### config.mk
export PLATFORM = sky130hd
export DESIGN_NAME = sprite_line_scheduler
export DESIGN_NICKNAME = d
export VERILOG_FILES = /design/src/rtl/sprite_line_scheduler_pkg.sv /design/src/rtl/sprite_slot_list.sv /design/src/rtl/sprite_line_scheduler.sv
export SDC_FILE = /design/constraint.sdc
export NUM_CORES = 1
export LEC_CHECK = 0
export CAP_MARGIN = 10
export CORE_ASPECT_RATIO = 0.5
export CORE_UTILIZATION = 53
export DETAILED_ROUTE_END_ITERATION = 10
export GPL_ROUTABILITY_DRIVEN = 0
export HOLD_SLACK_MARGIN = 0.05
export MAX_ROUTING_LAYER = met4
export PLACE_DENSITY = 0.78
export SETUP_SLACK_MARGIN = 0.3
export SLEW_MARGIN = 40
export SYNTH_ARGS = -nofsm -noshare
export SYNTH_HDL_FRONTEND = slang
export SYNTH_SLANG_ARGS = --single-unit
### constraint.sdc
create_clock -name clk -period 3.6 [get_ports clk]
set_input_delay 1.08 -clock clk [delete_from_list [all_inputs] [get_ports clk]]
set_output_delay 1.08 -clock clk [all_outputs]
set_load 0.005 [all_outputs]
### src/rtl/sprite_line_scheduler_pkg.sv
// Shared constants, spriteViewRam field offsets and scheduler FSM encoding
// for the per-scanline sprite evaluator.
package sprite_line_scheduler_pkg;

    localparam int SPRITE_NUM_MAX  = 64;
    localparam int TILE_H          = 8;
    localparam int GAME_START_POSY = 0;
    localparam int GAME_H          = 240;

    localparam int POSY_MSB = 23;
    localparam int POSY_LSB = 16;

    typedef enum logic [1:0] {
        IDLE,
        SCAN,
        DRAIN,
        DONE
    } schedState_t;

endpackage

### src/rtl/sprite_slot_list.sv
// Shadow plus active sprite slot register file: hits fill the shadow side in
// arrival order, and a commit copies it to the active side seen by tileDraw.
module sprite_slot_list #(
    parameter int SLOTS   = 8,
    parameter int IDX_BIT = 6,
    parameter int CNT_BIT = $clog2(SLOTS + 1)
) (
    input  logic                     clk,
    input  logic                     rstn,
    input  logic                     push,
    input  logic [IDX_BIT-1:0]       pushIndex,
    input  logic                     clear,
    input  logic                     commit,
    output logic [SLOTS*IDX_BIT-1:0] activeIndex,
    output logic [SLOTS-1:0]         activeValid,
    output logic [CNT_BIT-1:0]       count,
    output logic                     overflow
);

    logic [SLOTS-1:0][IDX_BIT-1:0] shadowIndex, shadowIndexNext;
    logic [SLOTS-1:0]              shadowValid, shadowValidNext;
    logic                          shadowOvf, shadowOvfNext;
    logic [CNT_BIT-1:0]            hitCnt, hitCntNext;

    assign count = hitCnt;

    // NOTE: every variable written here gets its default first, so no path leaves one unassigned and no latch is inferred.
    always_comb begin
        shadowIndexNext = shadowIndex;
        shadowValidNext = shadowValid;
        shadowOvfNext   = shadowOvf;
        hitCntNext      = hitCnt;
        if (push) begin
            if (hitCnt == CNT_BIT'(SLOTS)) begin
                shadowOvfNext = 1'b1;
            end else begin
                for (int k = 0; k < SLOTS; k++) begin
                    if (hitCnt == CNT_BIT'(k)) begin
                        shadowIndexNext[k] = pushIndex;
                        shadowValidNext[k] = 1'b1;
                    end
                end
                hitCntNext = hitCnt + CNT_BIT'(1);
            end
        end
    end

    // NOTE: the list is only SLOTS small entries, so it is reset like ordinary state rather than treated as an unreset RAM.
    // NOTE: sequential state uses <= so every flop updates from pre-edge values regardless of statement order.
    always_ff @(posedge clk) begin
        if (!rstn) begin
            shadowIndex <= '0;
            shadowValid <= '0;
            shadowOvf   <= 1'b0;
            hitCnt      <= '0;
            activeIndex <= '0;
            activeValid <= '0;
            overflow    <= 1'b0;
        end else begin
            // Commit takes the post-push view so a hit evaluated in the commit cycle is kept.
            if (commit) begin
                activeIndex <= shadowIndexNext;
                activeValid <= shadowValidNext;
                overflow    <= shadowOvfNext;
            end
            if (clear) begin
                shadowIndex <= '0;
                shadowValid <= '0;
                shadowOvf   <= 1'b0;
                hitCnt      <= '0;
            end else begin
                shadowIndex <= shadowIndexNext;
                shadowValid <= shadowValidNext;
                shadowOvf   <= shadowOvfNext;
                hitCnt      <= hitCntNext;
            end
        end
    end

endmodule

### src/rtl/sprite_line_scheduler.sv
// Per-scanline sprite evaluator: sweeps spriteViewRam during line N, keeps the
// first SLOTS sprites covering line N+1 and hands them to tileDraw at lineStart.
module sprite_line_scheduler
    import sprite_line_scheduler_pkg::*;
#(
    parameter int SPRITE_NUM = SPRITE_NUM_MAX,
    parameter int SLOTS      = 8,
    parameter int IDX_BIT    = $clog2(SPRITE_NUM),
    parameter int POSY_BIT   = 10
) (
    input  logic                     clk,
    input  logic                     rstn,
    input  logic                     lineStart,
    input  logic                     frameStart,
    input  logic [POSY_BIT-1:0]      vgaPosY,
    output logic [IDX_BIT-1:0]       ramIndex,
    input  logic [31:0]              ramData,
    output logic [SLOTS*IDX_BIT-1:0] slotIndex,
    output logic [SLOTS-1:0]         slotValid,
    output logic                     lineOverflow,
    output logic                     frameOverflow,
    output logic                     scanLate,
    output logic                     busy
);

    localparam int                 CNT_BIT    = $clog2(SLOTS + 1);
    localparam logic [IDX_BIT-1:0] LAST_INDEX = IDX_BIT'(SPRITE_NUM - 1);
    localparam logic [POSY_BIT:0]  START_Y    = (POSY_BIT + 1)'(GAME_START_POSY);
    localparam logic [POSY_BIT:0]  GAME_END_Y = (POSY_BIT + 1)'(GAME_H);
    localparam logic [POSY_BIT:0]  SPRITE_H   = (POSY_BIT + 1)'(TILE_H);

    schedState_t        state, stateNext;
    logic [IDX_BIT-1:0] ramIndexNext;
    logic               tagValid;
    logic [IDX_BIT-1:0] tagIndex;
    logic [POSY_BIT:0]  targetY;
    logic [POSY_BIT:0]  spriteTop, spriteEnd;
    logic               hit, slotFull;
    logic [CNT_BIT-1:0] hitCnt;
    logic               unusedRamBits;

    assign unusedRamBits = ^{ramData[31:POSY_MSB+1], ramData[POSY_LSB-1:0]};

    // Wide enough that posY=252 covers 252..259 without wrapping.
    assign spriteTop = (POSY_BIT + 1)'(ramData[POSY_MSB:POSY_LSB]);
    assign spriteEnd = spriteTop + SPRITE_H;

    assign hit = tagValid && !targetY[POSY_BIT] && (targetY < GAME_END_Y)
              && (spriteTop <= targetY) && (targetY < spriteEnd);
    assign slotFull = (hitCnt == CNT_BIT'(SLOTS));

    always_ff @(posedge clk) begin
        if (!rstn) begin
            state    <= IDLE;
            ramIndex <= '0;
        end else begin
            state    <= stateNext;
            ramIndex <= ramIndexNext;
        end
    end

    always_comb begin
        stateNext    = state;
        ramIndexNext = ramIndex;
        busy         = (state == SCAN) || (state == DRAIN);
        if (lineStart) begin
            stateNext    = SCAN;
            ramIndexNext = '0;
        end else begin
            case (state)
                SCAN: begin
                    if (ramIndex == LAST_INDEX) stateNext = DRAIN;
                    else                        ramIndexNext = ramIndex + IDX_BIT'(1);
                end
                DRAIN:   stateNext = DONE;
                default: stateNext = state;
            endcase
        end
    end

    // Read data lags the address by one cycle; a lineStart drops any datum still in flight.
    always_ff @(posedge clk) begin
        if (!rstn) begin
            tagValid      <= 1'b0;
            tagIndex      <= '0;
            targetY       <= '0;
            frameOverflow <= 1'b0;
            scanLate      <= 1'b0;
        end else begin
            tagValid <= (state == SCAN) && !lineStart;
            tagIndex <= ramIndex;
            if (lineStart) begin
                targetY <= {1'b0, vgaPosY} + (POSY_BIT + 1)'(1) - START_Y;
            end
            frameOverflow <= (frameOverflow && !frameStart) || (hit && slotFull);
            scanLate      <= (scanLate && !frameStart) || (lineStart && busy);
        end
    end

    sprite_slot_list #(
        .SLOTS   (SLOTS),
        .IDX_BIT (IDX_BIT),
        .CNT_BIT (CNT_BIT)
    ) slotList (
        .clk         (clk),
        .rstn        (rstn),
        .push        (hit),
        .pushIndex   (tagIndex),
        .clear       (lineStart),
        .commit      (lineStart),
        .activeIndex (slotIndex),
        .activeValid (slotValid),
        .count       (hitCnt),
        .overflow    (lineOverflow)
    );

endmodule

==> implementation parameters, run 1 <==
Parameter                              Value

Drt
  DRT Wirelength    17600 um
  Initial DRT Pass Iterations    4
  Vias    6129
  Post-detailed-route count of antenna-violating nets    0
  Vias per cell    6.15
  Detail-routed net length per standard cell    17.6 um
  Number of remaining DRC errors    0
  Violation count after the first detailed-routing iteration    549

Timing
  Post-route worst hold slack    0.467 ns
  Maximum clock frequency    304 MHz
  Period minus WS final    3.29 ns
  Tightest Pin Transition    0.715 ns
  RSZ-0062 raised after global routing    yes
  Final hold violations    0
  Skew final    0.00885 ns
  Number of max-slew violations in the final report    0
  Count of endpoints failing setup in the final report    0
  Final period util    91.3%
  Worst-case headroom to the max-slew limit    52.3%

Global route
  Global-route wire length before repair    27800 um
  Initial antenna violation count    0
  Aggregate global-route resource usage    28.8%
  Number of global-route vias before repair    5706
  Global-route congestion overflow total    0
  Largest net degree at the start of global routing    79

Clock network
  Worst-Skew Late Latency    0.41 ns
  Clock buffer count from CTS    17
  Maximum buffer depth of the clock tree    2
  Clock edge transition at the registers on the reported setup and hold paths    0.06 ns
  Clock tree from TritonCTS    built
  Library cell used as clock root buffer    sky130_fd_sc_hd__clkbuf_16
  Number of sinks handled by clock tree synthesis    146
  CTS H-tree depth    4

Pwr
  Power per cell area    457 mW/mm^2
  Power Internal    2.96 mW
  Switching share of total power    24.3%
  Share of power burned in combinational logic    11.6%
  Power spent charging and discharging nets    949 uW
  Total Power    3.91 mW
  Leakage power of the design    3.01 nW
  Clk pwr share    45.2%
  Proportion of power drawn by flip-flops and latches    43.2%
  Max rail drop VDD    0.000336 V

Placed design
  Standard cell area after detailed placement    0.00763 sq mm
  Port Buf Inserts    87
  DP HPWL    10300 um

Run status
  Run status    finished clean

Floorplanning
  Starting Density    54.8%
  Die W    159 um
  Height of the die    80.3 um
  Die outline area    0.0127 sq mm
  I/O pin count    112
  Standard-cell row count    28
  Std-Cell Core Area    0.0119 sq mm

Yosys
  Post-synthesis cell area    0.00651 sq mm
  Fraction of registers with async set or reset after synthesis    0%
  Dominant synthesized flop cell    sky130_fd_sc_hd__dfxtp_1
  Synthesized netlist net count    803
  Leading area contributor after synthesis    sky130_fd_sc_hd__dfxtp_1
  Syn. warnings    0
  Leading post-synthesis cells by cell area    sky130_fd_sc_hd__dfxtp_1 45%, sky130_fd_sc_hd__o21ai_0 7.5%, sky130_fd_sc_hd__ha_1 5.0%
  Number of storage elements in the synthesis netlist    146
  Sequential-to-total area share from yosys stat    44.9%
  Syn avg cell area    8.90 sq um
  Number of unique standard cell types used by synthesis    46
  Area share of the largest cell type after synthesis    44.9%
  Synth top cells by count    146 x sky130_fd_sc_hd__dfxtp_1, 98 x sky130_fd_sc_hd__o21ai_0, 64 x sky130_fd_sc_hd__nand3_1
  Post-synth EDFFs    0
  Instance count of the mapped netlist    731
  Dominant cell by count in the synthesized netlist    sky130_fd_sc_hd__dfxtp_1

Critical path
  Maximum net fanout on the critical path    24
  Worst Setup Path Type    in -> reg
  Data required time of the critical path    3.93 ns
  Kind of start point of the critical path    input pin
  Signal arrival time at the worst endpoint    3.62 ns
  Kind of capture point of the worst setup path    flop

Cells and area
  Share of post-route cells with drive strength above 1    18.4%
  P&R area growth vs syn    31.6%
  Final layout net count    891
  Antenna diode instance count    0
  Finished Cell Area    0.00856 sq mm

Hold path
  Hold/Removal Path Class    reg -> reg

Run
  Count of maximum capacitance violations    0
-- cells in the final DEF, fill, tap and decap left out, types with 3 or more instances in the layout --
cell,Yosys,layout
sky130_fd_sc_hd__clkbuf_16,0,17
sky130_fd_sc_hd__nor2_1,15,14
sky130_fd_sc_hd__clkbuf_1,46,3
sky130_fd_sc_hd__clkbuf_8,0,4
sky130_fd_sc_hd__buf_12,0,5
sky130_fd_sc_hd__or4_4,20,38
sky130_fd_sc_hd__a31oi_1,48,45
sky130_fd_sc_hd__clkinv_2,0,3
sky130_fd_sc_hd__buf_4,2,39
sky130_fd_sc_hd__clkdlybuf4s50_1,0,79
sky130_fd_sc_hd__o21ai_1,8,34
sky130_fd_sc_hd__nand3_1,64,63
sky130_fd_sc_hd__xor2_1,9,9
sky130_fd_sc_hd__nand4_1,13,13
sky130_fd_sc_hd__o21a_1,20,20
sky130_fd_sc_hd__buf_6,7,5
sky130_fd_sc_hd__o21ai_2,0,4
sky130_fd_sc_hd__and3_1,3,3
sky130_fd_sc_hd__inv_1,22,20
sky130_fd_sc_hd__dfxtp_1,146,146
sky130_fd_sc_hd__or4_1,29,11
sky130_fd_sc_hd__o21ai_0,98,68
sky130_fd_sc_hd__a21oi_2,1,9
sky130_fd_sc_hd__and2_1,10,10
sky130_fd_sc_hd__or3_1,5,5
sky130_fd_sc_hd__a21oi_1,62,52
sky130_fd_sc_hd__ha_1,26,23
sky130_fd_sc_hd__o31a_1,9,9
sky130_fd_sc_hd__o211a_1,9,9
sky130_fd_sc_hd__a31oi_2,0,3
sky130_fd_sc_hd__nand2_1,20,18
sky130_fd_sc_hd__nor2b_1,4,4
-- state kept, by name, summed over array words and instances, names as in the netlist, 2 cells and up --
name	flops
ramIndex	6
slotList.activeIndex	48
slotList.activeValid	8
slotList.count	4
slotList.shadowIndex	48
slotList.shadowValid	8
state	2
tagIndex	6
targetY	11
-- logic make-up after synthesis --
| family | synth area share [%] |
|---|---|
| buf+inv | 6.17 |
| simple gates | 18.0 |
| fa+ha+maj | 5.00 |
| flops | 44.9 |
| mux | 0.308 |
| compound gates | 24.0 |
| xor+xnor | 1.62 |
-- metrics by stage --
| step | TNS [ns] | util (%) | setup WS (ns) | std cells |
|---|---|---|---|---|
| final | 0 | 72.1 | 0.314 | 997 |
| after global routing | 0 | 72.1 | 0.253 | 997 |
| after CTS | 0 | 71.1 | 0.300 | 992 |
| after detailed placement | -16.72 | 64.2 | -0.214 | 956 |
| after global placement | -11.29 | 64.2 | -0.162 | 956 |
| after floorplan | 0 | - | 0.470 | 731 |
-- routing by layer --
| layer | GRT usage, % | vias to the layer above | part of all wire, % |
|---|---|---|---|
| met4 | 10.0 | 0 | 1.4 |
| met3 | 4.96 | 36 | 6.7 |
| met1 | 36.5 | 2964 | 45 |
| met2 | 46.8 | 219 | 47 |
| li1 | - | 2910 | - |
| met5 | - | - | 0 |
-- worst max-delay path, cell delays in order --
cell	delay, ns
sky130_fd_sc_hd__clkdlybuf4s50_1	0.49
sky130_fd_sc_hd__and3_1	0.17
sky130_fd_sc_hd__nand3_1	0.13
sky130_fd_sc_hd__ha_1	0.33
sky130_fd_sc_hd__buf_4	0.16
sky130_fd_sc_hd__o2111a_2	0.21
sky130_fd_sc_hd__buf_12	0.15
sky130_fd_sc_hd__buf_16	0.16
sky130_fd_sc_hd__or4_1	0.54
sky130_fd_sc_hd__a21oi_1	0.20
-- path summary, 6_finish.rpt --
kind / endpoint / start / cells past startpoint / slack, ns
min: slotList.shadowValid[5]$_SDFF_PP0_ / slotList.shadowValid[5]$_SDFF_PP0_ / 1 / 0.47
min reg2reg: slotList.shadowValid[5]$_SDFF_PP0_ / slotList.shadowValid[5]$_SDFF_PP0_ / 1 / 0.47
max reg2reg: slotList.shadowIndex[16]$_SDFF_PP0_ / targetY[6]$_SDFFE_PN0P_ / 9 / 1.09
max: slotList.shadowIndex[16]$_SDFF_PP0_ / ramData[23] / 10 / 0.31
-- power by group through the flow --
stage | logic (mW) | registers, mW | clock network, mW
after CTS | 0.435 | 1.69 | 1.78
final | 0.453 | 1.69 | 1.77
after floorplan | 0.225 | 1.72 | 0
after global routing | 0.494 | 1.69 | 1.85
after detailed placement | 0.390 | 1.72 | 0
after global placement | 0.381 | 1.72 | 0
-- layout make-up --
| cell class | count | area [sq um] |
|---|---|---|
| Multi-Input combinational cell | 495 | 3410 |
| Clock inverter | 8 | 100 |
| Inverter | 22 | 82.6 |
| Sequential cell | 146 | 2920 |
| Timing Repair Buffer | 137 | 1350 |
| Fill cell | 863 | 3310 |
| Clock buffer | 24 | 492 |
| Tap cell | 165 | 206 |
-- what timing repair did --
action                                  4_1_cts  5_1_grt
pin swaps                                    16       17
buffers inserted                              1        5
gates cloned                                  3        0
endpoints found under the hold margin         0        0
hold buffers                                  0        0
endpoints found under the setup margin      108       89
resized for setup                            40       56
Power figures use the tool's default switching activity.
==> run 2, diff against run 1 <==
--- a/config.mk
+++ b/config.mk
@@ -13,6 +13,7 @@
 export HOLD_SLACK_MARGIN = 0.05
 export MAX_ROUTING_LAYER = met4
 export PLACE_DENSITY = 0.78
+export REMOVE_ABC_BUFFERS = 1
 export SETUP_SLACK_MARGIN = 0.3
 export SLEW_MARGIN = 40
 export SYNTH_ARGS = -nofsm -noshare
==> implementation parameters, run 2 (synthesis gave the netlist of run 1 again) <==
Parameter                              Value

Pwr
  Leakage power of the design    3.10 nW
  Power per cell area    476 mW/mm^2
  Total Power    4.18 mW
  Max rail drop VDD    0.000363 V

Critical path
  CP Buf/Inv Count    3
  Delay contributed by the slowest stage of the critical path    0.55 ns
  Critical path cell sequence    clkdlybuf4s50_1 -> buf_4 -> ha_4 -> nand3_1 -> or2_1 -> nor2_2 -> a21oi_4 -> clkbuf_16 -> or4_4 -> a31oi_1
  Crit-path slowest cell    sky130_fd_sc_hd__or4_4
  Kind of start point of the critical path    input pin
  Kind of capture point of the worst setup path    flop
  Family with the most delay on the worst path    simple AND/OR/NAND/NOR gates
  Maximum net fanout on the critical path    27
  Worst Setup Path Type    in -> reg
  Signal arrival time at the worst endpoint    3.65 ns
  Data required time of the critical path    3.93 ns

Cells and area
  Count of non-filler cells in the finished layout    998
  Antenna diode instance count    0
  Final layout net count    892
  Registers with the most flip-flops    slotList.activeIndex: 48 flops, slotList.shadowIndex: 48 flops, targetY: 11 flops
  P&R area growth vs syn    34.7%
  Most common library cell in the layout ignoring fill and taps    sky130_fd_sc_hd__dfxtp_1
  Most frequent cells in the layout    146 x sky130_fd_sc_hd__dfxtp_1, 81 x sky130_fd_sc_hd__clkdlybuf4s50_1, 69 x sky130_fd_sc_hd__o21ai_0
  Share of post-route cells with drive strength above 1    18.5%

Floorplanning
  Die outline area    0.0127 sq mm
  I/O pin count    112
  Die W    159 um
  Starting Density    54.8%
  Std-Cell Core Area    0.0119 sq mm
  Height of the die    80.3 um
  Standard-cell row count    28

Timing
  Worst-case headroom to the max-slew limit    49.6%
  Maximum clock frequency    301 MHz
  Final hold violations    0
  Number of max-slew violations in the final report    0
  Period minus WS final    3.32 ns
  Sum of negative setup slack    0 ns
  RSZ-0062 raised after global routing    no
  Final period util    92.3%
  Tightest Pin Transition    0.754 ns
  Skew final    0.00855 ns
  Count of endpoints failing setup in the final report    0

Drt
  Vias per cell    6.34
  Number of remaining DRC errors    0
  Initial DRT Pass Iterations    8
  Routed met2 length    9600 um
  Met3 wire len    1750 um
  Routed metal-1 wirelength    8450 um
  Violation count after the first detailed-routing iteration    758
  Top routing layer in use    met4
  Vias    6324
  Detail-routed net length per standard cell    20.4 um
  DRT Wirelength    20400 um
  Post-detailed-route count of antenna-violating nets    0

Run
  Count of maximum capacitance violations    0

Run status
  Run status    finished clean

Clock network
  Clock edge transition at the registers on the reported setup and hold paths    0.06 ns
  Clock buffer count from CTS    17
  Library cell used as clock root buffer    sky130_fd_sc_hd__clkbuf_16
  Clock tree from TritonCTS    built
  Maximum buffer depth of the clock tree    2
  Number of buffers added to fix hold violations after cts    0
  CTS H-tree depth    4
  Number of sinks handled by clock tree synthesis    146
  Worst-Skew Late Latency    0.43 ns

Placed design
  Port Buf Inserts    87
  Cell count after placement    952
  DP HPWL    10400 um

Global route
  Aggregate global-route resource usage    28.8%
  Number of global-route vias before repair    5588
  Global-route wire length before repair    27700 um
  Global-route congestion overflow total    0
  Initial antenna violation count    0
  Largest net degree at the start of global routing    101

Hold path
  Hold/Removal Path Class    reg -> reg
run 2: metrics by stage:
stage	hold slack (ns)	worst slack, ns	util [%]	cell area, sq um
after floorplan	0.442	-2.23	-	6190
after global placement	0.447	-0.178	64.1	7610
after detailed placement	0.458	-0.212	64.1	7610
after CTS	0.472	0.290	69.9	8300
after global routing	0.495	0.271	73.8	8770
final	0.471	0.278	73.8	8770
run 2: power by group:
| group | switching [mW] | internal (mW) |
|---|---|---|
| Clock | 0.724 | 1.25 |
| Sequential | 0.0318 | 1.66 |
| Combinational | 0.276 | 0.239 |
| Total | 1.03 | 3.14 |
run 2: worst register-to-register path, cell delays in order, from the launching register on:
cell and delay [ns]:
sky130_fd_sc_hd__dfxtp_1 0.37, sky130_fd_sc_hd__inv_1 0.06, sky130_fd_sc_hd__ha_1 0.33, sky130_fd_sc_hd__nand3_1 0.11, sky130_fd_sc_hd__or2_1 0.28, sky130_fd_sc_hd__nor2_2 0.19, sky130_fd_sc_hd__a21oi_4 0.12, sky130_fd_sc_hd__clkbuf_16 0.25
sky130_fd_sc_hd__or4_4 0.55, sky130_fd_sc_hd__a31oi_1 0.25
run 2: final timing paths:
check	endpoint	slack (ns)	cells after the start	start
max reg2reg	slotList.activeIndex[21]$_SDFFE_PN0P_	0.99	9	targetY[3]$_SDFFE_PN0P_
min	slotList.shadowValid[1]$_SDFF_PP0_	0.47	1	slotList.shadowValid[1]$_SDFF_PP0_
max	slotList.activeIndex[21]$_SDFFE_PN0P_	0.28	10	ramData[23]
min reg2reg	slotList.shadowValid[1]$_SDFF_PP0_	0.47	1	slotList.shadowValid[1]$_SDFF_PP0_
run 2: cell type report:
cell class | instances | area (sq um)
timing repair buffer | 138 | 1470
tap | 165 | 206
multi-input combinational | 495 | 3430
clock buffer | 18 | 439
clock inverter | 14 | 210
fill | 825 | 3110
sequential | 146 | 2920
inverter | 22 | 82.6
run 2: routing by layer:
layer | up-vias | GRT usage (%)
met1 | 3043 | 35.6
met4 | 0 | 8.85
met3 | 79 | 5.34
met2 | 308 | 48.1
li1 | 2894 | -
met5 | - | -
run 2: timing repair:
action / CTS / global route
pin swaps: 2 / 21
setup buffers: 0 / 4
endpoints found under the setup margin: 108 / 114
gates resized for setup: 19 / 66
gates cloned: 0 / 10
==> run 3, diff against run 2 <==
--- a/config.mk
+++ b/config.mk
@@ -7,12 +7,12 @@
 export LEC_CHECK = 0
 export CAP_MARGIN = 10
 export CORE_ASPECT_RATIO = 0.5
-export CORE_UTILIZATION = 53
+export CORE_UTILIZATION = 45
 export DETAILED_ROUTE_END_ITERATION = 10
 export GPL_ROUTABILITY_DRIVEN = 0
 export HOLD_SLACK_MARGIN = 0.05
 export MAX_ROUTING_LAYER = met4
-export PLACE_DENSITY = 0.78
+export PLACE_DENSITY = 0.68
 export REMOVE_ABC_BUFFERS = 1
 export SETUP_SLACK_MARGIN = 0.3
 export SLEW_MARGIN = 40
==> implementation parameters, run 3 (synthesis gave the netlist of run 1 again) <==
Parameter                              Value

Run status
  Run status    finished clean

Run
  Count of maximum capacitance violations    0

Critical path
  Kind of start point of the critical path    input pin
  CP Buf/Inv Count    3
  Worst Setup Path Type    in -> reg
  Delay contributed by the slowest stage of the critical path    0.51 ns
  Capture instance of the worst register-to-register path    slotList.activeIndex[34]$_SDFFE_PN0P_
  Signal arrival time at the worst endpoint    3.55 ns
  Maximum net fanout on the critical path    7
  Critical path cell sequence    clkdlybuf4s50_1 -> inv_1 -> ha_4 -> a21oi_2 -> a2111oi_4 -> o2111a_2 -> clkbuf_16 -> or4_4 -> a31oi_1
  Crit-path slowest cell    sky130_fd_sc_hd__or4_4
  Data required time of the critical path    3.94 ns
  Family with the most delay on the worst path    compound AO/OA/AOI/OAI gates
  Launch point of the worst reg-to-reg path    targetY[6]$_SDFFE_PN0P_
  Kind of capture point of the worst setup path    flop
  Worst reg-to-reg setup slack    1.16 ns
  R2R cell count    9

Clock network
  Number of buffers added to fix hold violations after cts    0
  Clock buffer count from CTS    17
  Library cell used as clock root buffer    sky130_fd_sc_hd__clkbuf_16
  Maximum buffer depth of the clock tree    2
  Clock edge transition at the registers on the reported setup and hold paths    0.06 ns
  Number of sinks handled by clock tree synthesis    146
  CTS H-tree depth    4
  Clock tree from TritonCTS    built
  Worst-Skew Late Latency    0.42 ns

Hold path
  Startpoint of the worst hold path    slotList.shadowValid[4]$_SDFF_PP0_
  Terminating pin of the worst hold path    slotList.shadowValid[4]$_SDFF_PP0_
  Hold/Removal Path Class    reg -> reg
  Worst hold path cell count    1

Timing
  Worst-case headroom to the max-slew limit    50.1%
  Skew final    0.00812 ns
  RSZ-0062 raised after global routing    no
  Post-route worst hold slack    0.469 ns
  Number of max-slew violations in the final report    0
  Period minus WS final    3.21 ns
  Maximum clock frequency    311 MHz
  Final hold violations    0
  Final period util    89.2%
  Count of endpoints failing setup in the final report    0
  Tightest Pin Transition    0.748 ns

Drt
  Vias    5931
  Vias per cell    5.82
  DRT Wirelength    17400 um
  Initial DRT Pass Iterations    5
  Violation count after the first detailed-routing iteration    485
  Number of remaining DRC errors    0
  Detail-routed net length per standard cell    17.1 um
  Post-detailed-route count of antenna-violating nets    0

Floorplanning
  Std-Cell Core Area    0.0138 sq mm
  I/O pin count    112
  Die outline area    0.0150 sq mm
  Standard-cell row count    30
  Die W    172 um
  Height of the die    87.0 um
  Starting Density    47.1%

Pwr
  Total Power    3.95 mW
  Leakage power of the design    3.00 nW
  Max rail drop VDD    0.000302 V
  Power per cell area    463 mW/mm^2

Cells and area
  Most common library cell in the layout ignoring fill and taps    sky130_fd_sc_hd__dfxtp_1
  Final layout net count    886
  Antenna diode instance count    0
  Share of post-route cells with drive strength above 1    15.7%
  Registers with the most flip-flops    slotList.activeIndex: 48 flops, slotList.shadowIndex: 48 flops, targetY: 11 flops
  Finished Cell Area    0.00853 sq mm
  Most frequent cells in the layout    146 x sky130_fd_sc_hd__dfxtp_1, 82 x sky130_fd_sc_hd__o21ai_0, 81 x sky130_fd_sc_hd__clkdlybuf4s50_1
  P&R area growth vs syn    31.2%

Global route
  Initial antenna violation count    0
  Global-route wire length before repair    26500 um
  Aggregate global-route resource usage    23.3%
  Largest net degree at the start of global routing    77
  Global-route congestion overflow total    0
  Number of global-route vias before repair    5393

Placed design
  Port Buf Inserts    87
  Standard cell area after detailed placement    0.00764 sq mm
  DP HPWL    10100 um
## run 3: cell count changes in the layout (fill, tap and decap cells not counted), sizes merged
cell    previous run  this run
buf               46        44
bufinv             5         3
clkbuf            25        22
clkinv             5         6
## run 3: layer usage
metal	track usage [%]	up-vias	part of all wire [%]
li1	-	2884	-
met1	30.0	2850	47
met2	37.4	172	46
met3	5.00	25	5.6
met4	5.95	0	1.3
met5	-	-	0
## run 3: metrics by stage
step | setup WS [ns] | instances | TNS, ns | util (%)
after floorplan | -2.23 | 663 | -255.39 | -
after global placement | -0.186 | 979 | -13.41 | 55.3
after detailed placement | -0.215 | 979 | -17.59 | 55.3
after CTS | 0.289 | 1013 | 0 | 60.0
after global routing | 0.342 | 1019 | 0 | 61.8
final | 0.389 | 1019 | 0 | 61.8
## run 3: worst reg2reg max path: stages, from the launching register on
cell                      delay (ns)
sky130_fd_sc_hd__dfxtp_1        0.40
sky130_fd_sc_hd__inv_1          0.07
sky130_fd_sc_hd__ha_1           0.28
sky130_fd_sc_hd__a21oi_1        0.16
sky130_fd_sc_hd__o21ai_0        0.14
sky130_fd_sc_hd__a21oi_2        0.23
sky130_fd_sc_hd__a21oi_4        0.13
sky130_fd_sc_hd__buf_12         0.19
sky130_fd_sc_hd__or4_4          0.58
sky130_fd_sc_hd__a31oi_4        0.19
## run 3: worst max-delay path by stage
stage,start,endpoint,cells after the start
detailed placement,ramData[19],slotList.activeIndex[29]$_SDFFE_PN0P_,10
global route,ramData[23],slotList.shadowIndex[0]$_SDFF_PP0_,10
CTS,ramData[19],slotList.activeIndex[29]$_SDFFE_PN0P_,10
global placement,ramData[19],slotList.activeValid[6]$_SDFFE_PN0P_,11
floorplan,ramData[19],slotList.activeIndex[0]$_SDFFE_PN0P_,7
finish,ramData[18],slotList.activeIndex[29]$_SDFFE_PN0P_,9
## run 3: layout make-up
class	instances	area [sq um]
clock inverter	13	159
inverter	22	82.6
sequential	146	2920
multi-input combinational	495	3340
timing repair buffer	132	1340
clock buffer	19	453
fill	1186	5280
tap	192	240
## run 3: where the power goes
group | total (mW) | leakage [nW] | switching, mW | internal [mW]
registers | 1.69 | 1.19 | 0.0296 | 1.66
logic | 0.447 | 1.52 | 0.242 | 0.205
clock network | 1.82 | 0.295 | 0.693 | 1.12
## run 3: what timing repair did
item / in CTS / in global routing
cloned: 0 / 6
setup endpoints to repair: 91 / 107
pin swaps: 3 / 14
gates resized for setup: 4 / 44
setup buffers: 2 / 0
